$ cat config.mk
export PLATFORM = sky130hd
export DESIGN_NAME = vx_cache_core_req_bank_sel
export DESIGN_NICKNAME = d
export VERILOG_FILES = /design/src/rtl/vx_cache_core_req_bank_sel.sv
export SDC_FILE = /design/constraint.sdc
export NUM_CORES = 1
export LEC_CHECK = 0
export ABC_AREA = 1
export BUFFER_PORTS_ARGS = -buffer_cell sky130_fd_sc_hd__buf_4
export CORE_MARGIN = 1
export CORE_UTILIZATION = 43
export CTS_BUF_LIST = sky130_fd_sc_hd__clkbuf_16
export CTS_CLUSTER_DIAMETER = 50
export DETAILED_ROUTE_END_ITERATION = 7
export HOLD_SLACK_MARGIN = 0.02
export PLACE_DENSITY = 0.91
export SKIP_LAST_GASP = 1
export SYNTH_ARGS = -nofsm -noshare
export SYNTH_HDL_FRONTEND = slang
export SYNTH_SLANG_ARGS = --single-unit
$ cat constraint.sdc
create_clock -name clk_i -period 4.53 [get_ports clk_i]
set_input_delay 0.2265 -clock clk_i [delete_from_list [all_inputs] [get_ports clk_i]]
set_output_delay 0.2265 -clock clk_i [all_outputs]
set_load 0.05 [all_outputs]
$ cat src/rtl/vx_cache_core_req_bank_sel.sv
// Steers a batch of core request lanes to per-bank output stages, one lane per bank per cycle.
// Latency: 1 cycle from dispatch to per-bank valid. Same-bank lanes serialize in ascending lane order.
// Backpressure: a bank stage loads only when empty or draining. The batch is accepted once its last lane dispatches.
module vx_cache_core_req_bank_sel #(
  parameter  int NUM_BANKS        = 1,
  parameter  int WORD_SIZE        = 1,
  parameter  int NUM_REQS         = 1,
  parameter  int WORD_ADDR_WIDTH  = 32,
  parameter  int BANK_ADDR_OFFSET = 0,
  parameter  int CORE_TAG_WIDTH   = 1,
  localparam int WORD_WIDTH       = 8 * WORD_SIZE,
  localparam int REQS_BITS        = (NUM_REQS > 1) ? $clog2(NUM_REQS) : 1
) (
  input  logic                                             clk_i,
  input  logic                                             reset_i,
  // core side: one batch of NUM_REQS lanes sharing a tag
  input  logic [NUM_REQS-1:0]                              core_req_valid_i,
  input  logic [NUM_REQS-1:0]                              core_req_rw_i,
  input  logic [NUM_REQS-1:0][WORD_SIZE-1:0]               core_req_byteen_i,
  input  logic [NUM_REQS-1:0][WORD_ADDR_WIDTH-1:0]         core_req_addr_i,
  input  logic [NUM_REQS-1:0][WORD_WIDTH-1:0]              core_req_data_i,
  input  logic [CORE_TAG_WIDTH-1:0]                        core_req_tag_i,
  output logic                                             core_req_ready_o,
  // bank side: one registered request slot per bank
  output logic [NUM_BANKS-1:0]                             per_bank_core_req_valid_o,
  output logic [NUM_BANKS-1:0]                             per_bank_core_req_rw_o,
  output logic [NUM_BANKS-1:0][WORD_SIZE-1:0]              per_bank_core_req_byteen_o,
  output logic [NUM_BANKS-1:0][WORD_ADDR_WIDTH-1:0]        per_bank_core_req_addr_o,
  output logic [NUM_BANKS-1:0][WORD_WIDTH-1:0]             per_bank_core_req_data_o,
  output logic [NUM_BANKS-1:0][CORE_TAG_WIDTH-1:0]         per_bank_core_req_tag_o,
  output logic [NUM_BANKS-1:0][REQS_BITS-1:0]              per_bank_core_req_tid_o,
  input  logic [NUM_BANKS-1:0]                             per_bank_core_req_ready_i
);

  localparam int BANK_BITS = $clog2(NUM_BANKS);
  localparam int BSEL_W    = (BANK_BITS > 0) ? BANK_BITS : 1;

  // batch bookkeeping
  logic [NUM_REQS-1:0]               sent_mask_q, sent_mask_d;
  logic [NUM_REQS-1:0]               pending;
  logic [NUM_REQS-1:0]               dispatched;
  logic [NUM_REQS-1:0][BSEL_W-1:0]   lane_bank;

  // per-bank selection
  logic [NUM_BANKS-1:0]                 can_load;
  logic [NUM_BANKS-1:0]                 sel_vld;
  logic [NUM_BANKS-1:0]                 stage_load;
  logic [NUM_BANKS-1:0][REQS_BITS-1:0]  sel_tid;

  // per-bank output stage
  logic [NUM_BANKS-1:0]                       out_valid_q, out_valid_d;
  logic [NUM_BANKS-1:0]                       rw_q, rw_d;
  logic [NUM_BANKS-1:0][WORD_SIZE-1:0]        byteen_q, byteen_d;
  logic [NUM_BANKS-1:0][WORD_ADDR_WIDTH-1:0]  addr_q, addr_d;
  logic [NUM_BANKS-1:0][WORD_WIDTH-1:0]       data_q, data_d;
  logic [NUM_BANKS-1:0][CORE_TAG_WIDTH-1:0]   tag_q, tag_d;
  logic [NUM_BANKS-1:0][REQS_BITS-1:0]        tid_q, tid_d;

  // bank index of each lane; a single bank needs no address bits
  if (NUM_BANKS == 1) begin : g_one_bank
    assign lane_bank = '0;
  end else begin : g_multi_bank
    for (genvar i = 0; i < NUM_REQS; i++) begin : g_lane
      assign lane_bank[i] = core_req_addr_i[i][BANK_ADDR_OFFSET +: BANK_BITS];
    end
  end

  assign pending  = core_req_valid_i & ~sent_mask_q;
  assign can_load = ~out_valid_q | per_bank_core_req_ready_i;

  // pick the lowest-index pending lane per bank (descending scan, last hit wins)
  always_comb begin
    sel_vld = '0;
    sel_tid = '0;
    for (int b = 0; b < NUM_BANKS; b++) begin
      for (int i = NUM_REQS - 1; i >= 0; i--) begin
        if (pending[i] && (lane_bank[i] == BSEL_W'(b))) begin
          sel_vld[b] = 1'b1;
          sel_tid[b] = REQS_BITS'(i);
        end
      end
    end
  end

  assign stage_load = sel_vld & can_load;

  // mark winning lanes as dispatched and mux their payload toward the bank stage
  always_comb begin
    dispatched = '0;
    rw_d       = '0;
    byteen_d   = '0;
    addr_d     = '0;
    data_d     = '0;
    tag_d      = '0;
    tid_d      = sel_tid;
    for (int b = 0; b < NUM_BANKS; b++) begin
      tag_d[b] = core_req_tag_i;
      for (int i = 0; i < NUM_REQS; i++) begin
        if (sel_tid[b] == REQS_BITS'(i)) begin
          rw_d[b]     = core_req_rw_i[i];
          byteen_d[b] = core_req_byteen_i[i];
          addr_d[b]   = core_req_addr_i[i];
          data_d[b]   = core_req_data_i[i];
          if (stage_load[b]) begin
            dispatched[i] = 1'b1;
          end
        end
      end
    end
  end

  // batch completes when nothing pending is left behind this cycle
  assign core_req_ready_o = ~reset_i & (|core_req_valid_i) & ((pending & ~dispatched) == '0);

  // completed batch restarts the mask; otherwise remember what already left
  assign sent_mask_d = core_req_ready_o ? '0 : (sent_mask_q | dispatched);

  // a stage stays full unless drained without refill
  assign out_valid_d = stage_load | (out_valid_q & ~per_bank_core_req_ready_i);

  // control state: sent mask and stage valids
  always_ff @(posedge clk_i) begin
    if (reset_i) begin
      sent_mask_q <= '0;
      out_valid_q <= '0;
    end else begin
      sent_mask_q <= sent_mask_d;
      out_valid_q <= out_valid_d;
    end
  end

  // payload registers load only with a dispatch; contents while empty are irrelevant
  always_ff @(posedge clk_i) begin
    for (int b = 0; b < NUM_BANKS; b++) begin
      if (stage_load[b]) begin
        rw_q[b]     <= rw_d[b];
        byteen_q[b] <= byteen_d[b];
        addr_q[b]   <= addr_d[b];
        data_q[b]   <= data_d[b];
        tag_q[b]    <= tag_d[b];
        tid_q[b]    <= tid_d[b];
      end
    end
  end

  assign per_bank_core_req_valid_o  = out_valid_q & {NUM_BANKS{~reset_i}};
  assign per_bank_core_req_rw_o     = rw_q;
  assign per_bank_core_req_byteen_o = byteen_q;
  assign per_bank_core_req_addr_o   = addr_q;
  assign per_bank_core_req_data_o   = data_q;
  assign per_bank_core_req_tag_o    = tag_q;
  assign per_bank_core_req_tid_o    = tid_q;

endmodule
# Yosys cells after proc, flatten, opt, wreduce, memory -nomap -nowiden
# Cells that the tools add are included.
[totals] out_inout_bits=46 register_bits=45 elab_cells=26
[op_classes] reduce_logical=1 n_bitwise=16 mux=2
[op_table] operator="1-bit AND" n=7
[op_table] operator="1-bit inverter" n=6
[op_table] operator="1-bit bitwise OR" n=3
[op_table] operator="1-bit two-way mux" n=2
[op_table] operator="2-bit OR reduction" n=1

# Longest topological paths before layout
[depth] depth_word=10 depth_mapped=4

# Worst setup path before layout
# OpenSTA, ideal clock, no wires.
[synth_path] kind="register to register" startpoint="register sent_mask_q" endpoint="register addr_q, in the netlist per_bank_core_req_addr_o[0], enable pin" required_ns=4.072 path_buffers=0 path_stages_with_launch=4 setup_slack_ns=1.526 setup_time_ns=0.458 arrival_time_ns=2.546 path_cell_list="dfxtp_1 -> inv_1 -> nand2_1 -> a21oi_1"
[synth_via] elab_chain_cells=4
[synth_lines] item="from (decl)" line="39" rtl="logic [NUM_REQS-1:0] sent_mask_q, sent_mask_d;"
[synth_lines] item="from (signal assigned)" line="127" rtl="sent_mask_q <= sent_mask_d;"
[synth_lines] item="1-bit inverter" line="68" rtl="assign pending = core_req_valid_i & ~sent_mask_q;"
[synth_lines] item="1-bit AND" line="68"
[synth_lines] item="1-bit two-way mux" line="77" rtl="if (pending[i] && (lane_bank[i] == BSEL_W'(b))) begin"
[synth_lines] item="1-bit AND" line="85" rtl="assign stage_load = sel_vld & can_load;"
[synth_lines] item="to (signal, indexed assignment)" line="138" rtl="addr_q[b] <= addr_d[b];"
[synth_lines] item="to (decl)" line="54" rtl="logic [NUM_BANKS-1:0][WORD_ADDR_WIDTH-1:0] addr_q, addr_d;"
# Every way passes these cells.
# A chain may end at the register's enable or synchronous reset.

# Worst setup path in the final report
[layout_path] startpoint="register sent_mask_q" endpoint="register addr_q, in the netlist per_bank_core_req_addr_o[26], enable pin"
# The elaborated chain is that of the path after synthesis.

==> flow_summary.ini <==
[finish]
nNetsFinal = 206
area_growth_pct = 66.9
drive_gt1_share_pct = 63.7
antenna_cells = 0

[sta]
finalCriticalPeriod_ps = 1790
min_period_over_period_pct = 39.5
setup_viol = 0
max_freq_mhz = 558
fin_setup_tns_ps = 0
drv_slew = 0
rsz0062_at_grt = false
relSlewSlack_pct = 55.4
worst_pin_slew_ps = 667
finClkSkew_ps = 3.96
hold_viol = 0

[outcome]
outcome = finished, final reports clean

[clock_network]
root_buffer = clkbuf_16
insertion_delay_ps = 270
numCtsBuffers = 5
postCtsResizedCells = 0
max-clock-path-buffers = 2
clk_pin_slew_ps = 60
postCtsSetupRepairBufs = 0
clock-sinks = 45
cts_max_level = 2
cts_tree = done
cts_hold_buffers = 0

[logic_synthesis]
synthDistinctLibCells = 11
yosysSeqAreaShare_pct = 94.8
synth_area_leaders = edfxtp_1 92%, dfxtp_1 2.9%, inv_1 1.3%
syn_avg_cell_area_sq_um = 23.0
yosys_warnings = 0
syn-num-nets = 108
synth_most_common_cell = edfxtp_1
ys_async_sr_fraction_pct = 0
synthCells = 61
netlist_area_sq_um = 1400
netlist.area_leader.share_pct = 92.0
synthFlopType = edfxtp_1
ys_ff_latch = 45
yosys-top-cells-count = 43 x edfxtp_1, 5 x inv_1, 3 x nand2_1
yosysTopAreaCell = edfxtp_1
synth_edf_count = 43

[critical_path]
endpoint_kind = flip-flop
path_class = flip-flop to flip-flop
cp_cell_sequence = inv_1, nand2_1, a21oi_4, buf_4
crit_fanout = 22
r2r_slack_ps = 2740
crit_required_ps = 4480
cp.arrival_ps = 1740
worst_setup_path_start_kind = flip-flop
critPathSlowestCell = a21oi_4
critPathBufInv = 2
crit_family = compound AO/OA/AOI/OAI gates
slowest_delay_ps = 550

[route]
drt_pass1_iterations = 4
viasPerCell = 4.36
routed-via-count = 889
wire_per_inst_microns = 12.5
drtAntennaViolNets = 0
initialDrtViolationCount = 25
drt-total-wl_microns = 2550
route.detailed.drc = 0

[placement]
hpwlAfterDp_microns = 1990
io_buffers = 91
routabilityCongestion = 0.690

[die]
dieArea_sq_um = 3500
pin_count = 93
core_sq_um = 3080
rows = 20
start_util_pct = 45.6
fp.dieH_microns = 59.1
chipWidth_microns = 59.1

[global_route]
grt_pass1_wl_microns = 3570
grt_overflow = 0
grt_pass1_vias = 883
grt_max_degree = 23
grt_usage_pct = 14.6
antenna_found_initial = 0

[power_and_ir_drop]
total_power_uw = 1100
power_density_nw_per_um2 = 470
irDropWorstVdd_v = 0.000332
leakagePower_uw = 0.00101

[job]
drv_cap = 0

[hold_path]
hold_class = primary input to flip-flop
## kinds of logic (layout without fill, tap and decap cells)
logic type / count (synthesis) / count (layout) / synth area share, %
DFF: 45 / 45 / 94.8
and+or+nand+nor: 7 / 7 / 2.05
other: 1 / 1 / 0.267
AOI/OAI and AO/OA: 2 / 2 / 0.980
buffers and inverters: 6 / 105 / 1.87
## metal layers
| metal | vias to the layer above | share of wire [%] | routed length (microns) | GRT usage, % |
|---|---|---|---|---|
| li1 | 420 | - | - | - |
| met1 | 409 | 33 | 850 | 14.2 |
| met2 | 58 | 53 | 1350 | 26.1 |
| met3 | 2 | 13 | 328 | 6.99 |
| met4 | 0 | 0.59 | 15 | 6.12 |
| met5 | - | 0 | 0 | 0 |
## final cells by class
type                       instances  area [sq um]
sequential                        45          1330
fill                             194           734
timing repair buffer              92           691
clock buffer                       5           125
clock inverter                     3          65.1
multi-input combinational         10          57.6
tap                               44          55.1
inverter                           5          18.8
## state kept, by name (all words and copies together) (netlist names)
register	flops
per_bank_core_req_tag_o	1
per_bank_core_req_data_o	8
sent_mask_q	1
per_bank_core_req_rw_o	1
per_bank_core_req_byteen_o	1
per_bank_core_req_addr_o	32
out_valid_q	1
## layout by cell type, fill, tap and decap left out
cell type,n
clkinv_2,1
conb_1,1
edfxtp_1,43
dfxtp_1,2
a21oi_4,1
nand2_1,3
buf_4,92
clkbuf_16,5
inv_1,5
a21oi_2,1
nor2_1,2
nand3_1,1
bufinv_16,2
nor3_1,1
## final timing paths
path                        from                           end  cells past startpoint
min reg2reg          sent_mask_q                   sent_mask_q                      2
max                  sent_mask_q  per_bank_core_req_addr_o[26]                      4
min          core_req_addr_i[11]  per_bank_core_req_addr_o[11]                      1
max reg2reg          sent_mask_q  per_bank_core_req_addr_o[26]                      4
## report_power, final
| part | internal (uW) | switching [uW] | leakage (uW) |
|---|---|---|---|
| registers | 485 | 6.88 | 0.000432 |
| logic | 55.6 | 110 | 0.000487 |
| clock network | 314 | 131 | 0.0000938 |
## through the flow
stage	hold WS (ps)	std cells	instance area [sq um]	util (%)	setup WS, ps
final	128	204	2340	76.1	2740
after global routing	121	204	2340	76.1	2620
after CTS	121	204	2340	76.1	2750
after detailed placement	406	196	2150	70.0	2760
after global placement	405	196	2150	70.0	2860
after floorplan	289	61	1400	-	1530
Note: power is estimated with default switching activity, not from simulation.
